===== config.mk =====
export PLATFORM = sky130hd
export DESIGN_NAME = adxl362_responder
export DESIGN_NICKNAME = d
export VERILOG_FILES = /design/src/rtl/adxl362_responder.sv
export SDC_FILE = /design/constraint.sdc
export NUM_CORES = 1
export LEC_CHECK = 0
export ABC_CLOCK_PERIOD_IN_PS = 6510
export CAP_MARGIN = 40
export CORE_MARGIN = 8
export CORE_UTILIZATION = 60
export DETAILED_ROUTE_END_ITERATION = 10
export PLACE_DENSITY_LB_ADDON = 0.25
export SLEW_MARGIN = 20
export SYNTH_ARGS = -nofsm -noshare
export SYNTH_HDL_FRONTEND = slang
export SYNTH_SLANG_ARGS = --single-unit

===== constraint.sdc =====
create_clock -name Clock -period 6.51 [get_ports Clock]
set_clock_uncertainty 0.15 [all_clocks]
set_input_delay 0.9765 -clock Clock [delete_from_list [all_inputs] [get_ports Clock]]
set_output_delay 0.9765 -clock Clock [all_outputs]
set_load 0.01 [all_outputs]

===== src/rtl/adxl362_responder.sv =====
// adxl362_responder: SPI-slave emulation of the ADXL362 register interface
module adxl362_responder (
  input  logic        Clock,
  input  logic        Reset,
  input  logic        SCLK,
  input  logic        MOSI,
  input  logic        CS,
  output logic        MISO,
  input  logic        sample_valid,
  input  logic [11:0] sample_x,
  input  logic [11:0] sample_y,
  input  logic [11:0] sample_z,
  output logic [7:0]  power_ctl,
  output logic        measuring,
  output logic        busy
);
  typedef enum logic [2:0] {IDLE, INSTR, ADDR, DATA, IGNORE} state_t;
  state_t state, state_n;
  logic [2:0] sclk_r, cs_r;
  logic [1:0] mosi_r, vld;
  logic armed;
  logic [2:0] cnt;
  logic [6:0] rx, tx;
  logic [7:0] rx_byte, rd_val;
  logic [5:0] addr;
  logic rd, rd_xyz, data_ready, pend_v;
  logic [11:0] dx, dy, dz, px, py, pz;
  logic [7:0] wfile [15];
  logic sclk_rise, sclk_fall, cs_rise, cs_fall, byte_done, load, wr_byte, in_file, accept;
  assign sclk_rise = sclk_r[1] & ~sclk_r[2];
  assign sclk_fall = ~sclk_r[1] & sclk_r[2];
  assign cs_rise = cs_r[1] & ~cs_r[2];
  assign cs_fall = armed & ~cs_r[1] & cs_r[2];
  assign rx_byte = {rx, mosi_r[1]};
  assign byte_done = sclk_rise & (cnt == 3'd7);
  assign load = (state == DATA) & rd & sclk_fall & (cnt == 3'd0);
  assign wr_byte = (state == DATA) & ~rd & byte_done;
  assign in_file = (addr >= 6'h20) & (addr <= 6'h2E);
  assign accept = sample_valid & measuring;
  assign busy = ~cs_r[1];
  assign power_ctl = wfile[13];
  assign measuring = power_ctl[1:0] == 2'b10;
  // Synchronizers; armed only after a genuine CS-high is seen, so a CS held low across reset is not a fresh fall
  always_ff @(posedge Clock) begin
    if (Reset) begin
      sclk_r <= 3'b000;
      mosi_r <= 2'b00;
      cs_r <= 3'b111;
      vld <= 2'b00;
      armed <= 1'b0;
    end else begin
      sclk_r <= {sclk_r[1:0], SCLK};
      mosi_r <= {mosi_r[0], MOSI};
      cs_r <= {cs_r[1:0], CS};
      vld <= {vld[0], 1'b1};
      armed <= armed | (vld[1] & cs_r[1]);
    end
  end
  // FSM state register
  always_ff @(posedge Clock) begin
    if (Reset) state <= IDLE;
    else state <= state_n;
  end
  // FSM next state
  always_comb begin
    state_n = state;
    if (cs_rise) state_n = IDLE;
    else if (state == IDLE) state_n = cs_fall ? INSTR : IDLE;
    else if (byte_done)
      state_n = state == INSTR ? ((rx_byte == 8'h0A || rx_byte == 8'h0B) ? ADDR : IGNORE)
              : state == ADDR ? DATA : state;
  end
  // Register read map
  always_comb begin
    rd_val = 8'h00;
    case (addr)
      6'h00: rd_val = 8'hAD;
      6'h01: rd_val = 8'h1D;
      6'h02: rd_val = 8'hF2;
      6'h0B: rd_val = {7'b0, data_ready};
      6'h0E: rd_val = dx[7:0];
      6'h0F: rd_val = {{4{dx[11]}}, dx[11:8]};
      6'h10: rd_val = dy[7:0];
      6'h11: rd_val = {{4{dy[11]}}, dy[11:8]};
      6'h12: rd_val = dz[7:0];
      6'h13: rd_val = {{4{dz[11]}}, dz[11:8]};
      default: rd_val = in_file ? wfile[addr[3:0]] : 8'h00;
    endcase
  end
  // SPI shifting, address handling, register writes and MISO
  always_ff @(posedge Clock) begin
    if (Reset) begin
      cnt <= 3'd0;
      rx <= 7'd0;
      tx <= 7'd0;
      addr <= 6'd0;
      rd <= 1'b0;
      MISO <= 1'b0;
      rd_xyz <= 1'b0;
      for (int i = 0; i < 15; i++) wfile[i] <= 8'h00;
    end else begin
      if (state == IDLE || cs_rise) cnt <= 3'd0;
      else if (sclk_rise) cnt <= cnt + 3'd1;
      if (sclk_rise) rx <= rx_byte[6:0];
      if (state == INSTR && byte_done) rd <= rx_byte[0];
      if (state == ADDR && byte_done) addr <= rx_byte[5:0];
      else if (load || wr_byte) addr <= addr + 6'd1;
      if (wr_byte && in_file) wfile[addr[3:0]] <= rx_byte;
      if (state != DATA || cs_rise) MISO <= 1'b0;
      else if (load) begin
        MISO <= rd_val[7];
        tx <= rd_val[6:0];
      end else if (rd && sclk_fall) begin
        MISO <= tx[6];
        tx <= {tx[5:0], 1'b0};
      end
      rd_xyz <= cs_rise ? 1'b0 : rd_xyz | (load & (addr >= 6'h0E) & (addr <= 6'h13));
    end
  end
  // Sample capture: direct when idle, buffered during a burst and copied on CS rise
  always_ff @(posedge Clock) begin
    if (Reset) begin
      {dx, dy, dz, px, py, pz} <= '0;
      pend_v <= 1'b0;
      data_ready <= 1'b0;
    end else begin
      if (accept && busy) {px, py, pz} <= {sample_x, sample_y, sample_z};
      pend_v <= (accept & busy) | (pend_v & ~cs_rise);
      if (accept && !busy) {dx, dy, dz} <= {sample_x, sample_y, sample_z};
      else if (cs_rise && pend_v) {dx, dy, dz} <= {px, py, pz};
      data_ready <= ((accept && !busy) || (cs_rise && pend_v)) ? 1'b1
                  : (cs_rise && rd_xyz) ? 1'b0 : data_ready;
    end
  end
endmodule

==> run_results.csv <==
group,metric,value,unit
die,num_rows,50,
setup_path,slowest_delay,0.66,ns
cells_and_area,n_antenna_cell,0,
hold_path,min_path_type,"flop to flop",
yosys,async_reset_ff_share,0,%
yosys,synth_top_area_share,34.2,%
setup_path,path_class,"flop to output port",
die,start_util,60.6,%
die,coreArea,18500,um^2
yosys,synth_cells,1037,
placement,dp.cells,1271,
timing,finalSetupViolations,0,
status,status,"complete, no violations",
clock_tree,cts_buffers,26,
cells_and_area,final_cell_mix,"146 x nand2_1, 128 x edfxtp_1, 123 x and2_1",
setup_path,cp.arrival,2.15,ns
placement,place.gp.congestion,0.958,
yosys,synthFlopType,"edfxtp_1",
setup_path,start_kind,"flop",
clock_tree,root_buffer,"clkbuf_16",
global_routing,grt_usage,23.7,%
pwr,power.leakage,4.16,nW
pwr,total_power,0.00325,W
clock_tree,worstSkewPairLatency,0.53,ns
clock_tree,cts_resized,0,
timing,fin_crit_sh,50.4,%
yosys,yosysTopAreaCell,"edfxtp_1",
route,route.detailed.drc,0,
die,dieWidth,153,um
placement,hpwl,18500,um
cells_and_area,layout.cells.most_common,"nand2_1",
global_routing,grt_pass1_vias,7829,
clock_tree,clockBufferDepth,3,
yosys,synth.area.top_cells,"edfxtp_1 34%, dfxtp_1 21%, and2_1 6.9%",
global_routing,grt_max_degree,74,
yosys,yosys_warnings,0,
die,die_area,23300,um^2
yosys,ys_types,69,
placement,portBuffers,52,
timing,rsz0062_at_grt,"false",
pwr,ir_drop,230,uV
timing,final-max-slew-violation-count,0,
yosys,syn-cell-area,11200,um^2
route,drtIter0Drc,1041,
route,vias,8234,
route,wl,28500,um
route,wl_per_cell,21.5,um
yosys,yosysSeqAreaShare,55.3,%
clock_tree,cts_sinks,246,
clock_tree,ctsHoldBuffers,0,
setup_path,crit_chain,"nor2b_1 > clkdlybuf4s50_1",
clock_tree,cts_tree,"yes",
clock_tree,htree_levels,1,
global_routing,grt_pass1_wl,44200,um
setup_path,crit_slowest_cell,"clkdlybuf4s50_1",
yosys,synth-seq-cells,246,
global_routing,antenna_found_initial,0,
yosys,synth_edf_count,128,
setup_path,critPathMaxFanout,4,
timing,finalHoldViolCount,0,
route,avgViaCountPerCell,6.22,
yosys,syn_avg_cell_area,10.8,um^2
timing,layout_min_cycle_time,3.28,ns
yosys,syn_nets,1086,
cells_and_area,nFillCells,1362,
route,first_pass_iters,6,
run,maxCapViolCount,0,
setup_path,endpoint_kind,"output port",
global_routing,overflow,0,
cells_and_area,finalNonFillerCells,1323,
clock_tree,post_cts_buffers,0,
route,ant_nets,0,
die,ios,53,
timing,fmax,305,MHz
setup_path,cp_num_buf_inv,1,
timing,relSlewSlack,42.5,%
timing,tns,0,ns
pwr,p_per_area,254,nW/um^2
clock_tree,clk_pin_slew,0.06,ns
timing,worst_slew_pin_slew,0.861,ns
cells_and_area,layout.nets,1118,
setup_path,crit_family,"buffers and inverters",
setup_path,worstPathRequired,5.38,ns
die,die_h,153,um
cells_and_area,drive_gt1_share,12.5,%
cells_and_area,syn_to_final_growth,14.0,%
state kept, by name, summed over array words and instances, names as in the netlist, 12 cells and up, named ones only:
name	cells
dy	12
dx	12
pz	12
dz	12
py	12
px	12
wfile	128
stage by stage:
step                      instance area [um^2]  utilization [%]  worst slack, ns  hold slack [ns]
final                                    12800             69.1             3.23            0.262
after global routing                     12800             69.1             3.09            0.269
after CTS                                12700             68.8             3.19            0.264
after detailed placement                 11900             64.4             3.28            0.246
after global placement                   11800             63.6             3.18            0.252
after floorplan                          11200                -             3.59            0.239
routing by layer:
metal	up-vias	wire length, um	track usage (%)	share of wire [%]
met3	47	2750	5.02	9.7
met1	4009	12300	33.9	43
met5	-	0	0	0
li1	3813	-	-	-
met2	365	12900	36.4	45
met4	0	508	5.47	1.8
worst paths after layout:
kind / start / to / slack, ns / cells after the start
max reg2reg: cnt[0] / wfile[5][5] / 3.33 / 7
max: wfile[13][1] / measuring / 3.23 / 2
min: cs_r[0] / cs_r[1] / 0.26 / 1
min reg2reg: cs_r[0] / cs_r[1] / 0.26 / 1
area by class of cell:
type / count / area (um^2) / area share (%)
Clock buffer: 30 / 697 / 5.45
Clock inverter: 18 / 120 / 0.939
Tap cell: 234 / 293 / 2.29
Timing Repair Buffer: 84 / 783 / 6.12
Inverter: 10 / 37.5 / 0.293
Sequential cell: 246 / 6210 / 48.5
Multi-Input combinational cell: 701 / 4660 / 36.4
worst reg2reg max path: stages (launching register included):
cell and delay (ns):
dfxtp_1 0.35, ha_1 0.16, ha_1 0.16, nand4bb_1 0.24, nor4b_4 0.66, nand3_4 0.28, o21ai_0 0.63, buf_2 0.27
power by group:
group	internal [W]	total, W	switching [W]
Sequential	0.00168	0.00172	0.0000343
Combinational	0.0000608	0.000132	0.0000713
Clock	0.000805	0.00141	0.000602
Total	0.00255	0.00325	0.000707
kinds of logic after synthesis:
family	after synthesis	synth area share [%]
simple gates	469	22.7
flops	246	55.3
compound gates	175	10.6
buf+inv	90	3.37
mux	48	7.09
fa+ha+maj	7	0.780
xor+xnor	2	0.156
synthesized netlist by cell type (14+ instances only):
master	number
clkbuf_1	56
o21ai_0	29
mux2i_1	21
nor3_1	14
nor2b_1	15
nand2_1	146
dfxtp_1	118
mux4_2	25
a311oi_1	36
a21oi_1	52
and2_1	123
nor2_1	57
nand3_1	45
edfxtp_1	128
Power figures use the tool's default switching activity.
==> RTL change, RTL diff (config.mk and constraints unchanged) <==
Register the inputs `MOSI`, `CS`, `sample_valid`, `sample_x`, `sample_y` and `sample_z` before use, without a reset. The logic sees them one clock later.
--- a/src/rtl/adxl362_responder.sv
+++ b/src/rtl/adxl362_responder.sv
@@ -16,4 +16,21 @@
 );
   typedef enum logic [2:0] {IDLE, INSTR, ADDR, DATA, IGNORE} state_t;
+
+  logic MOSI_q;
+  logic CS_q;
+  logic sample_valid_q;
+  logic [11:0] sample_x_q;
+  logic [11:0] sample_y_q;
+  logic [11:0] sample_z_q;
+
+  always_ff @(posedge Clock) begin
+    MOSI_q         <= MOSI;
+    CS_q           <= CS;
+    sample_valid_q <= sample_valid;
+    sample_x_q     <= sample_x;
+    sample_y_q     <= sample_y;
+    sample_z_q     <= sample_z;
+  end
+
   state_t state, state_n;
   logic [2:0] sclk_r, cs_r;
@@ -37,5 +54,5 @@
   assign wr_byte = (state == DATA) & ~rd & byte_done;
   assign in_file = (addr >= 6'h20) & (addr <= 6'h2E);
-  assign accept = sample_valid & measuring;
+  assign accept = sample_valid_q & measuring;
   assign busy = ~cs_r[1];
   assign power_ctl = wfile[13];
@@ -51,6 +68,6 @@
     end else begin
       sclk_r <= {sclk_r[1:0], SCLK};
-      mosi_r <= {mosi_r[0], MOSI};
-      cs_r <= {cs_r[1:0], CS};
+      mosi_r <= {mosi_r[0], MOSI_q};
+      cs_r <= {cs_r[1:0], CS_q};
       vld <= {vld[0], 1'b1};
       armed <= armed | (vld[1] & cs_r[1]);
@@ -125,7 +142,7 @@
       data_ready <= 1'b0;
     end else begin
-      if (accept && busy) {px, py, pz} <= {sample_x, sample_y, sample_z};
+      if (accept && busy) {px, py, pz} <= {sample_x_q, sample_y_q, sample_z_q};
       pend_v <= (accept & busy) | (pend_v & ~cs_rise);
-      if (accept && !busy) {dx, dy, dz} <= {sample_x, sample_y, sample_z};
+      if (accept && !busy) {dx, dy, dz} <= {sample_x_q, sample_y_q, sample_z_q};
       else if (cs_rise && pend_v) {dx, dy, dz} <= {px, py, pz};
       data_ready <= ((accept && !busy) || (cs_rise && pend_v)) ? 1'b1
Formal check against the unedited RTL: not equivalent (Yosys sat finds a counterexample within 4 cycles, from zero or initial values and one cycle with Reset high).
==> RTL change against the unedited design <==
- area after synthesis is 5.5% higher
- register-to-register slack better by 0.17 ns
- sequential cell count is 39 higher
- final area is 5.7% higher
- worst setup slack better by 0.19 ns
- total power is 15% higher
- wire length is 2.6% lower
- die area is 4.9% higher
- critical path type is now primary input to register
==> RTL change: results (changes against the unedited design) <==
* Outcome: finished clean
* Compound-Gate Fraction of Synth Area at 0.0954 (-0.0105)
* CP arrival at 3.18 ns (+1.03 ns)
* Dominant synthesized flop cell: dfxtp_1
* Register area share after synthesis at 0.590 (+0.0370)
* Most instantiated cells after synthesis: dfxtp_1 (157), nand2_1 (153), edfxtp_1 (128), and2_1 (123), nor2_1 (79)
* GR Util met3 at 0.0331 (-0.0171)
* Max VDD drop at 0.000307 V (+33%)
* Power Internal at 2.97 mW (+17%)
* Total vias in the final route at 8244 (+0.12%)
* Placed inst area at 12500 sq um (+5.1%)
* Leak pwr at 4.53 nW (+8.8%)
* Critical path's largest stage delay at 0.70 ns (+0.04 ns)
* Top post-synthesis cells by area: edfxtp_1 (32%), dfxtp_1 (27%), and2_1 (6.5%), mux4_2 (6.1%), nand2_1 (4.8%)
* Syn_nets at 1115 (+2.7%)
* Post-synthesis cell type count at 65 (-5.8%)
* Crit path launch: Reset
* Vias in the first global route at 8037 (+2.7%)
* Detailed placement HPWL at 17900 um (-3.3%)
* Worst skew pair latency at 0.55 ns (+0.02 ns)
* Gpl congestion at 0.834 (-13%)
* Post-Synth Adder-Cell Area at 0.00739 (-0.000408)
* Drt wl/cell at 20.1 um (-6.8%)
* GR met1 Demand/Resource at 0.322 (-0.0168)
* TritonCTS buffer count at 29 (+12%)
* First-pass GRT wire length at 43700 um (-1.2%)
* Worst Path Max Fanout at 45 (+41)
* Drt initial violations at 980 (-5.9%)
* Xor/xnor share of the synthesized area at 0.00370 (+0.00214)
* Post-synthesis mux area share at 0.0711 (+0.000202)
* Worst-Margin Slew at 0.909 ns (+0.0476 ns)
* Met2 GRT Util at 0.356 (-0.00713)
RTL change: cell types whose count changed after synthesis, moves of 7 or more:
| cell | unedited run | this run |
|---|---|---|
| mux2i_1 | 21 | 11 |
| nor2_4 | 12 | 0 |
| nand2_1 | 146 | 153 |
| nor2_1 | 57 | 79 |
| mux4_2 | 25 | 32 |
| dfxtp_1 | 118 | 157 |
RTL change: stage by stage:
step           utilization  setup slack, ns  power [mW]  instances  hold WS, ns
2_1_floorplan            -             3.98        2.06       1066        0.239
3_3_place_gp         0.642             2.73        2.13       1314        0.242
5_1_grt              0.697             3.30        3.85       1383        0.266
6_report             0.697             3.42        3.74       1383        0.254
4_1_cts              0.695             3.41        3.75       1379        0.256
3_5_place_dp         0.646             2.94        2.13       1328        0.243
RTL change: final cells by class:
class                           instances  area share
Tap cell                              265      0.0245
Clock inverter                         13      0.0106
Clock buffer                           38      0.0591
Multi-Input combinational cell        692       0.332
Sequential cell                       285       0.517
Timing Repair Buffer                   80      0.0538
Inverter                               10     0.00278
RTL change: routing by layer:
layer / vias up / routed length, um / part of all wire
met4: 0 / 521 / 0.019
li1: 3872 / - / -
met1: 4000 / 11800 / 0.42
met3: 39 / 2370 / 0.085
met5: - / 0 / 0
met2: 333 / 13100 / 0.47
RTL change: power by group through the flow:
stage,Sequential [mW],Combinational [mW],Clock (mW)
detailed placement,2.01,0.126,0
global route,1.98,0.138,1.73
global placement,2.01,0.120,0
floorplan,1.99,0.0708,0
CTS,1.97,0.127,1.65
finish,1.97,0.128,1.64
RTL change: path summary, 6_finish.rpt:
check | slack, ns | endpoint
worst max register to register | 3.50 | wfile[0][7]
worst min-delay path | 0.25 | cs_r[1]
worst min register to register | 0.25 | cs_r[1]
worst max-delay path | 3.42 | wfile[0][7]
